--- src/rtl/dpll_pkg.sv ---
// rtl/dpll_pkg.sv - entry layout and backtrack FSM encodings for the DPLL trail stack
package dpll_pkg;

   localparam int LIT_W_DEF = 8;
   // Entry word: {lit, dec, val}
   localparam int VAL_BIT = 0;
   localparam int DEC_BIT = 1;

   typedef enum logic [1:0] {
      ST_IDLE   = 2'd0,
      ST_UNWIND = 2'd1,
      ST_DONE   = 2'd2
   } state_t;

endpackage

--- src/rtl/dpll_trail_mem.sv ---
// rtl/dpll_trail_mem.sv - trail entry array, synchronous write, combinational read
module dpll_trail_mem
   import dpll_pkg::*;
#(
   parameter int LIT_W = LIT_W_DEF,
   parameter int DEPTH = 16,
   parameter int CNT_W = $clog2(DEPTH + 1)
) (
   input  logic               clk,
   input  logic               i_we,
   input  logic [CNT_W-1:0]   i_waddr,
   input  logic [LIT_W+1:0]   i_wdata,
   input  logic [CNT_W-1:0]   i_raddr,
   output logic [LIT_W+1:0]   o_rdata
);

   localparam int AW = $clog2(DEPTH);
   localparam logic [CNT_W-1:0] DEPTH_C = CNT_W'(DEPTH);

   logic [LIT_W+1:0] r_mem [DEPTH];

   always_ff @(posedge clk) begin
      if (i_we) begin
         r_mem[i_waddr[AW-1:0]] <= i_wdata;
      end
   end

   // An empty stack reads at count-1 which wraps past DEPTH; report a zero entry there.
   assign o_rdata = (i_raddr < DEPTH_C) ? r_mem[i_raddr[AW-1:0]] : '0;

endmodule

--- src/rtl/dpll_trail_stack.sv ---
// rtl/dpll_trail_stack.sv - DPLL assignment trail with decision-level tracking and unwind
module dpll_trail_stack
   import dpll_pkg::*;
#(
   parameter int LIT_W = LIT_W_DEF,
   parameter int DEPTH = 16,
   localparam int CNT_W = $clog2(DEPTH + 1)
) (
   input  logic               clk,
   input  logic               rst,
   input  logic               push,
   input  logic [LIT_W-1:0]   push_lit,
   input  logic               push_val,
   input  logic               push_dec,
   input  logic               pop,
   input  logic               bt_req,
   input  logic [CNT_W-1:0]   bt_level,
   output logic [LIT_W-1:0]   top_lit,
   output logic               top_val,
   output logic               top_dec,
   output logic [CNT_W-1:0]   count,
   output logic [CNT_W-1:0]   dec_level,
   output logic               empty,
   output logic               full,
   output logic               busy,
   output logic               unw_valid,
   output logic [LIT_W-1:0]   unw_lit,
   output logic               unw_val,
   output logic               bt_done,
   output logic               err
);

   localparam logic [CNT_W-1:0] DEPTH_C = CNT_W'(DEPTH);
   localparam logic [CNT_W-1:0] ONE     = CNT_W'(1);

   state_t             r_state, w_state_nxt;
   logic [CNT_W-1:0]   r_count, r_dec_level, r_bt_level;
   logic [CNT_W-1:0]   w_count_nxt, w_dec_nxt, w_waddr, w_raddr;
   logic [CNT_W-1:0]   w_push_dec_x, w_top_dec_x;
   logic [LIT_W+1:0]   w_wdata, w_rdata;
   logic               w_we, w_rem, w_err_set, w_bt_lat;
   logic               w_empty, w_full;
   logic               r_unw_valid, r_unw_val, r_bt_done, r_err;
   logic [LIT_W-1:0]   r_unw_lit;

   dpll_trail_mem #(.LIT_W(LIT_W), .DEPTH(DEPTH), .CNT_W(CNT_W)) u_mem (
      .clk     (clk),
      .i_we    (w_we),
      .i_waddr (w_waddr),
      .i_wdata (w_wdata),
      .i_raddr (w_raddr),
      .o_rdata (w_rdata)
   );

   assign w_raddr      = r_count - ONE;
   assign w_empty      = (r_count == '0);
   assign w_full       = (r_count == DEPTH_C);
   assign w_push_dec_x = {{(CNT_W-1){1'b0}}, push_dec};
   assign w_top_dec_x  = {{(CNT_W-1){1'b0}}, w_rdata[DEC_BIT]};

   always_comb begin
      w_state_nxt = r_state;
      w_we        = 1'b0;
      w_waddr     = r_count;
      w_wdata     = {push_lit, push_dec, push_val};
      w_count_nxt = r_count;
      w_dec_nxt   = r_dec_level;
      w_rem       = 1'b0;
      w_err_set   = 1'b0;
      w_bt_lat    = 1'b0;
      case (r_state)
         ST_IDLE: begin
            if (bt_req) begin
               w_bt_lat    = 1'b1;
               w_state_nxt = (bt_level >= r_dec_level) ? ST_DONE : ST_UNWIND;
            end else if (push && pop && !w_empty) begin
               w_we      = 1'b1;
               w_waddr   = r_count - ONE;
               w_rem     = 1'b1;
               w_dec_nxt = r_dec_level + w_push_dec_x - w_top_dec_x;
            end else if (push) begin
               if (w_full) begin
                  w_err_set = 1'b1;
               end else begin
                  w_we        = 1'b1;
                  w_count_nxt = r_count + ONE;
                  w_dec_nxt   = r_dec_level + w_push_dec_x;
               end
            end else if (pop) begin
               if (w_empty) begin
                  w_err_set = 1'b1;
               end else begin
                  w_rem       = 1'b1;
                  w_count_nxt = r_count - ONE;
                  w_dec_nxt   = r_dec_level - w_top_dec_x;
               end
            end
         end
         ST_UNWIND: begin
            // bt_level < dec_level on entry, so a decision entry always lies below the top.
            w_rem       = 1'b1;
            w_count_nxt = r_count - ONE;
            w_dec_nxt   = r_dec_level - w_top_dec_x;
            w_err_set   = push | pop;
            if (w_rdata[DEC_BIT] && ((r_dec_level - ONE) == r_bt_level)) begin
               w_state_nxt = ST_DONE;
            end
         end
         ST_DONE: begin
            w_err_set   = push | pop;
            w_state_nxt = ST_IDLE;
         end
         default: w_state_nxt = ST_IDLE;
      endcase
   end

   always_ff @(posedge clk) begin
      if (!rst) begin
         r_state     <= ST_IDLE;
         r_count     <= '0;
         r_dec_level <= '0;
         r_bt_level  <= '0;
         r_unw_valid <= 1'b0;
         r_unw_lit   <= '0;
         r_unw_val   <= 1'b0;
         r_bt_done   <= 1'b0;
         r_err       <= 1'b0;
      end else begin
         r_state     <= w_state_nxt;
         r_count     <= w_count_nxt;
         r_dec_level <= w_dec_nxt;
         r_unw_valid <= w_rem;
         r_bt_done   <= (r_state == ST_DONE);
         if (w_bt_lat) begin
            r_bt_level <= bt_level;
         end
         if (w_rem) begin
            r_unw_lit <= w_rdata[LIT_W+1:2];
            r_unw_val <= w_rdata[VAL_BIT];
         end
         if (w_err_set) begin
            r_err <= 1'b1;
         end
      end
   end

   assign top_lit   = w_rdata[LIT_W+1:2];
   assign top_val   = w_rdata[VAL_BIT];
   assign top_dec   = w_rdata[DEC_BIT];
   assign count     = r_count;
   assign dec_level = r_dec_level;
   assign empty     = w_empty;
   assign full      = w_full;
   assign busy      = (r_state != ST_IDLE);
   assign unw_valid = r_unw_valid;
   assign unw_lit   = r_unw_lit;
   assign unw_val   = r_unw_val;
   assign bt_done   = r_bt_done;
   assign err       = r_err;

endmodule

--- config.mk ---
export PLATFORM = sky130hd
export DESIGN_NAME = dpll_trail_stack
export DESIGN_NICKNAME = d
export VERILOG_FILES = /design/src/rtl/dpll_pkg.sv /design/src/rtl/dpll_trail_mem.sv /design/src/rtl/dpll_trail_stack.sv
export SDC_FILE = /design/constraint.sdc
export NUM_CORES = 1
export LEC_CHECK = 0
export ABC_AREA = 1
export ABC_CLOCK_PERIOD_IN_PS = 3100
export BUFFER_PORTS_ARGS = -buffer_cell sky130_fd_sc_hd__clkbuf_2
export CAP_MARGIN = 10
export CORE_MARGIN = 5
export CORE_UTILIZATION = 27
export CTS_BUF_LIST = sky130_fd_sc_hd__clkbuf_8
export DETAILED_ROUTE_END_ITERATION = 6
export GPL_TIMING_DRIVEN = 1
export HOLD_SLACK_MARGIN = 0.08
export SETUP_SLACK_MARGIN = 0.4
export SKIP_CTS_REPAIR_TIMING = 1
export SLEW_MARGIN = 10
export SYNTH_ARGS = -nofsm -noshare
export SYNTH_HDL_FRONTEND = slang
export SYNTH_SLANG_ARGS = --single-unit
--- constraint.sdc ---
create_clock -name clk -period 3.1 [get_ports clk]
set_input_delay 0.62 -clock clk [delete_from_list [all_inputs] [get_ports clk]]
set_output_delay 0.62 -clock clk [all_outputs]
set_load 0.005 [all_outputs]
* Word level (Yosys, flattened, before mapping) *
Memories as Yosys holds them, arrays and structs flattened.
Cells that the tools add are included.
W data, S select, Z words.

storage, ports and cells
  register bits = 29
  latch bits = 0
  memory bits (writable) = 160
  memory bits (read-only) = 0
  input bits = 20
  output and inout bits = 35
  word-level logic and storage cells = 89
  memories kept = 1

operators by class
  add/sub/neg operators = 6
  multipliers = 0
  divide/modulo/power cells = 0
  order comparisons = 2
  eq/ne operators = 14
  shifts and indexed selects = 0
  muxes and demuxes = 44
  bitwise operators = 1
  reduce and logical (&&, ||, !) cells = 12

memories
  memory       depth  bits a word  rd ports  clocked after memory_dff  write ports  RTL line              source
  u_mem.r_mem  16     10           1         0                         1            dpll_trail_mem.sv:20  logic [LIT_W+1:0] r_mem [DEPTH];

operator list
  kind                   count
  $mux W5                12
  $mux W1                20
  $pmux W5 S2            2
  $mux W4                3
  $ne A4 B4 Y1 const B   3
  $mux W10               1
  $sub A5 B1 Y5          2
  $sub A5 B1 Y5 const B  2
  $ne A3 B3 Y1 const B   3
  $ne A2 B2 Y1 const B   4
  $mux W2                3
  $reduce_and A6 Y1      1
  $add A5 B1 Y5          1
  $add A5 B1 Y5 const B  1
  $eq A5 B5 Y1           1
  $eq A5 B5 Y1 const B   1
  $ge A5 B5 Y1           1
  $logic_not A5 Y1       1
  $lt A5 B5 Y1 const B   1
  $reduce_and A5 Y1      1
  $pmux W1 S2            2
  $pmux W2 S2            1
  $reduce_bool A2 Y1     2
  $logic_and A1 B1 Y1    3
  other kinds (7)        7

* Depth between registers and ports, before layout *
  depth after elaboration = 10
  depth in mapped cells = 23
  depth with buffers taken out = 20

* By module *
From an unflattened synthesis, not the netlist that was laid out.

second synthesis, totals
  cell total of the unflattened synthesis = 995
  area total of the unflattened synthesis = 9056.2 sq um

modules (own cells, without submodules)
  module            instances  cells each  area an instance (sq um)  sequential area each (sq um)
  dpll_trail_mem    1          653         6872.8                    4804.6
  dpll_trail_stack  1          342         2183.3                    580.6

* Worst setup path before layout *
OpenSTA, ideal clock, no wires.

  path type = flip-flop to flip-flop
  start point = reg r_count[0], in the netlist count[0]
  end point = reg r_dec_level[2], in the netlist dec_level[2]
  library setup time = 0.118 ns
  data arrival time = 3.032 ns
  data required time = 2.982 ns
  path slack = -0.050 ns
  stages on the path, launching flop included = 23
  buffers on the path = 4
  period minus slack after synthesis = 3.150 ns
  cells stage by stage = dfxtp_1 -> buf_2 -> inv_2 -> buf_2 -> buf_2 -> ha_1 -> inv_1 -> buf_2 -> nand3_1 -> nand3_1 -> nand3_2 -> and3_1 -> ha_1 -> ha_1 -> xor2_1 -> nand2_1 -> o21ai_0 -> nand2_1 -> nand3_1 -> o21ai_0 -> nand2_1 -> o21ai_1 -> nor2_1

between the ends
  word-level cells in the longest chain between the ends = 10
  elaborated cells on any way between the ends = 20
  those cells by class = add/sub (3); order compare (1); eq/ne (4); mux (7); reduce/logical (4); memory (1)

ends and longest elaborated chain
  element                                          RTL line                                         source
  start: declaration                               dpll_trail_stack.sv:37                           logic [CNT_W-1:0] r_count, r_dec_level, r_bt_level;
  start signal: assignment                         dpll_trail_stack.sv:130                          r_count <= w_count_nxt;
  $sub A5 B1 Y5 *                                  dpll_trail_stack.sv:55                           assign w_raddr = r_count - ONE;
  $mem_v2 Z16 W10 or $lt A5 B5 Y1 (tied branches)  --
  $mux W10 *                                       dpll_trail_mem.sv:29                             assign o_rdata = (i_raddr < DEPTH_C) ? r_mem[i_raddr[AW-1:0]] : '0;
  net top_dec                                      dpll_trail_stack.sv:20                           output logic top_dec,
  $sub A5 B1 Y5                                    dpll_trail_stack.sv:95, dpll_trail_stack.sv:103
  $mux W5                                          dpll_trail_stack.sv:90                           if (w_empty) begin
  $mux W5                                          dpll_trail_stack.sv:89                           end else if (pop) begin
  $mux W5                                          dpll_trail_stack.sv:81                           end else if (push) begin
  $mux W5                                          dpll_trail_stack.sv:76                           end else if (push && pop && !w_empty) begin
  $mux W5                                          dpll_trail_stack.sv:73                           if (bt_req) begin
  $pmux W5 S2 *                                    dpll_trail_stack.sv:71                           case (r_state)
  end signal: assignment                           dpll_trail_stack.sv:131                          r_dec_level <= w_dec_nxt;
  end: declaration                                 dpll_trail_stack.sv:37

Mark *: on every way through the listed nets, which the timed path passes. The rest lies on a longest branch. The select of a mux whose other input is x is not followed.
A chain may end at the register's enable or synchronous reset.

* Final worst setup path *
  start point = reg r_count[0], in the netlist count[0]
  end point = out top_lit[5]

between the ends
  word-level cells in the longest chain between the ends = 3
  elaborated cells on any way between the ends = 4
  those cells by class = add/sub (1); order compare (1); mux (1); memory (1)

ends and longest elaborated chain
  element                                          RTL line                source
  $sub A5 B1 Y5 *                                  dpll_trail_stack.sv:55
  $mem_v2 Z16 W10 or $lt A5 B5 Y1 (tied branches)  --
  $mux W10 *                                       dpll_trail_mem.sv:29
  end: declaration                                 dpll_trail_stack.sv:18  output logic [LIT_W-1:0] top_lit,

Every way passes the cells marked *; elsewhere a longest branch is shown, timed or not.

==> results.md <==
* Status: finished clean
* Row Count at 65
* CP delay by family, top: buffers and inverters
* Global-route wire length before repair at 33900 um
* CP max stage delay at between 0.4 and 0.5 ns
* Startpoint types: flip-flop
* CTS buffer count at 17
* Post-synth EDFFs at 160
* Synth cell types at 46
* Post-DR vias/cell at between 4 and 5
* DR DRC count at 0
* Routed WL per cell at about 17 um
* Area growth syn-to-layout at 19.5%
* Slew of the pin with the lowest slew margin at 0.834 ns
* Nets at 935
* Total GRT Usage at 12.0%
* CTS Sinks at 189
* Final total power at about 0.011 W
* Initial DRC Count at 634
* HPWL Detailed at around 15000 um
* Setup crit end kind: output pin
* Worst-path clk slew at roughly 0.090 ns
* Clk root buf: clkbuf_8
* Worst EP required at ~2.5 ns
* Gr ovfl total at 0
* Arr. time, crit path at 2.34 ns
* Bufs on Longest Clock Path at 2
* IO Port Bufs at 54
* Htree depth at 4
* Rel. slew slack at ~44%
* Top_reg_cell synth: edfxtp_1
* Max cap viols at 0
* Chip width at 188 um
* Die area at 35500 um2
* Slowest stage cell, crit path: dfxtp_4
* Vias at about 6400
* Crit Reg-Reg Startpoint: count[0]
* Fraction of layout cells with a size suffix above 1 at 22.5%
* Max FO, Critical Path at 7
* Sequential share of the synthesized area at between 60 and 70%
* Minimum clock period at 2.96 ns
* Routed Antenna Nets at 0
* Hold Path End: r_bt_level[2]
* Fill count at 3151
* Cells after DPL at approximately 1300
* Final WL at around 23000 um
* Reg-to-reg slack, setup at ~0.27 ns
* Final Hold Vio Count at 0
* Reg area at about 5400 um2
* Clock Skew at 0.0237 ns
* DRT Pass-1 Iters at 5
* Most common cell after layout, fill and taps aside: nand2_1
* RSZ-0062 raised after global routing: true
* CTS tree: done
* Skew-Pair Late Insertion Delay at 0.47 ns
* Synth Cell Area at roughly 8600 um2
* Max frequency at about 0.34 GHz
* Die Ht at ~190 um
* Final core occ at between 30% and 40%
* Initial Util at 27.3%
* WHS at about 0.47 ns
* Boundary Pins at 55
* Hold Path Class: input pin to flip-flop
* Top cell by count, worst path: nand3_2
* Max-slew violation count at 0
* Routability cong. at between 0.8 and 0.9
* Final cycle utilization of the critical path at between 90% and 100%
* Antenna cell count at 0
* Syn_area_per_cell at around 10 um2
* Lkg Pwr at roughly 4 nW
* Pin count of the biggest net entering global routing at 55
* Post-Layout Cell Count at around 1300
* Hold_sp: bt_level[2]
* Reg2reg path depth at 20
* Number of global-route vias before repair at slightly below 6000
* Critical path type: flip-flop to output pin
* Cells after synthesis at 819
* Worst r2r dst: dec_level[2]
* Async S/R FF share, synth at 0%
* Cell area power density at ~1100 nW/um2
* CP cell instances: inv_6, ha_4, buf_12, buf_6, a21oi_1, a22oi_1, nand2_1, nand3_2, nand3_2, inv_2, clkbuf_2
* Yosys Warn Count at 0
* Syn Nets at 858
* Worst path buffer plus inverter count at 5
* Hold depth at 3
* Initial antenna violation count at 1
* Core Footprint at 31500 um2
* Peak VDD IR at ~0.00050 V
* FF+latch count, synth at roughly 190
* Commonest cells after routing, fill and taps aside: 198 x nand2_1, 160 x edfxtp_1, 78 x nand3_1, 57 x a21oi_1, 53 x clkbuf_2
* Multi-input combinational cell area at ~3000 um2
* Setup violators final at 0
==> worst max-delay path by stage <==
stage | from | to | slack (ns) | depth (start not counted)
after floorplan | count[0] | dec_level[4] | 0.38 | 19
after global placement | count[1] | u_mem.r_mem[7][5] | 0.30 | 12
after detailed placement | count[1] | u_mem.r_mem[2][3] | 0.20 | 13
after CTS | count[1] | top_lit[7] | -0.32 | 11
after global routing | count[0] | top_lit[1] | 0.05 | 11
final | count[0] | top_lit[5] | 0.14 | 11
==> through the flow <==
| stage | cell area, um2 | setup WS [ns] | setup TNS [ns] |
|---|---|---|---|
| 2_1_floorplan | 8670 | 0.377 | 0 |
| 3_3_place_gp | 9420 | 0.304 | 0 |
| 3_5_place_dp | 9420 | 0.197 | 0 |
| 4_1_cts | 9760 | -0.324 | -2.03 |
| 5_1_grt | 10300 | 0.0467 | 0 |
| 6_report | 10300 | 0.144 | 0 |
==> sequential cells by signal, indices dropped and copies added (netlist names) <==
signal / count
err: 1
u_mem.r_mem: 160
count: 5
bt_done: 1
unw_valid: 1
unw_lit: 8
r_bt_level: 5
unw_val: 1
dec_level: 5
r_state: 2
==> cell usage after synthesis (3+ instances only) <==
library cell / number / area, um2
nor2_1: 45 / 169
ha_1: 19 / 238
xor2_1: 7 / 61.3
a21oi_1: 59 / 295
nor3_1: 5 / 25.0
o21ai_1: 3 / 15.0
dfxtp_1: 29 / 581
nand3_2: 3 / 30.0
o22ai_1: 3 / 18.8
clkbuf_1: 14 / 52.6
buf_2: 20 / 100
nand4_1: 3 / 18.8
o211ai_1: 5 / 37.5
nand2_1: 200 / 751
a22oi_1: 17 / 128
buf_4: 4 / 30.0
o21ai_0: 36 / 180
edfxtp_1: 160 / 4800
nand3_1: 97 / 485
inv_1: 50 / 188
==> cell families (layout without fill, tap and decap cells) <==
logic type / after synthesis / count (layout) / share of synthesized area [%]
and+or+nand+nor: 371 / 371 / 19.5
DFF: 189 / 189 / 62.7
AOI/OAI and AO/OA: 136 / 136 / 9.19
buffers and inverters: 94 / 182 / 4.75
adders and majority gates: 19 / 19 / 2.77
xor gates and xnor gates: 10 / 10 / 1.11
==> final cells by class <==
class | instances | share of cell area [%]
clock inverter | 13 | 1.05
clock buffer | 17 | 2.28
tap | 402 | 4.90
timing repair buffer | 96 | 7.26
multi-input combinational | 536 | 29.6
inverter | 56 | 2.39
sequential | 189 | 52.5
==> metal layers <==
metal / routed length (um) / track usage [%]
met4: 251 / 2.07
met1: 10400 / 17.3
met2: 10500 / 18.5
met3: 1570 / 3.26
met5: 11 / 0
==> where the power goes <==
group          switching [W]  total (W)  internal (W)
logic                0.00403    0.00664       0.00261
registers           0.000194    0.00321       0.00301
clock network       0.000918    0.00148      0.000565
total                0.00514     0.0113       0.00619
==> worst min-delay path, cell delays in order <==
cell      delay, ns
clkbuf_2       0.10
o21ai_0        0.09
nor2_1         0.09
No activity file was read; power rests on OpenSTA's default activity.
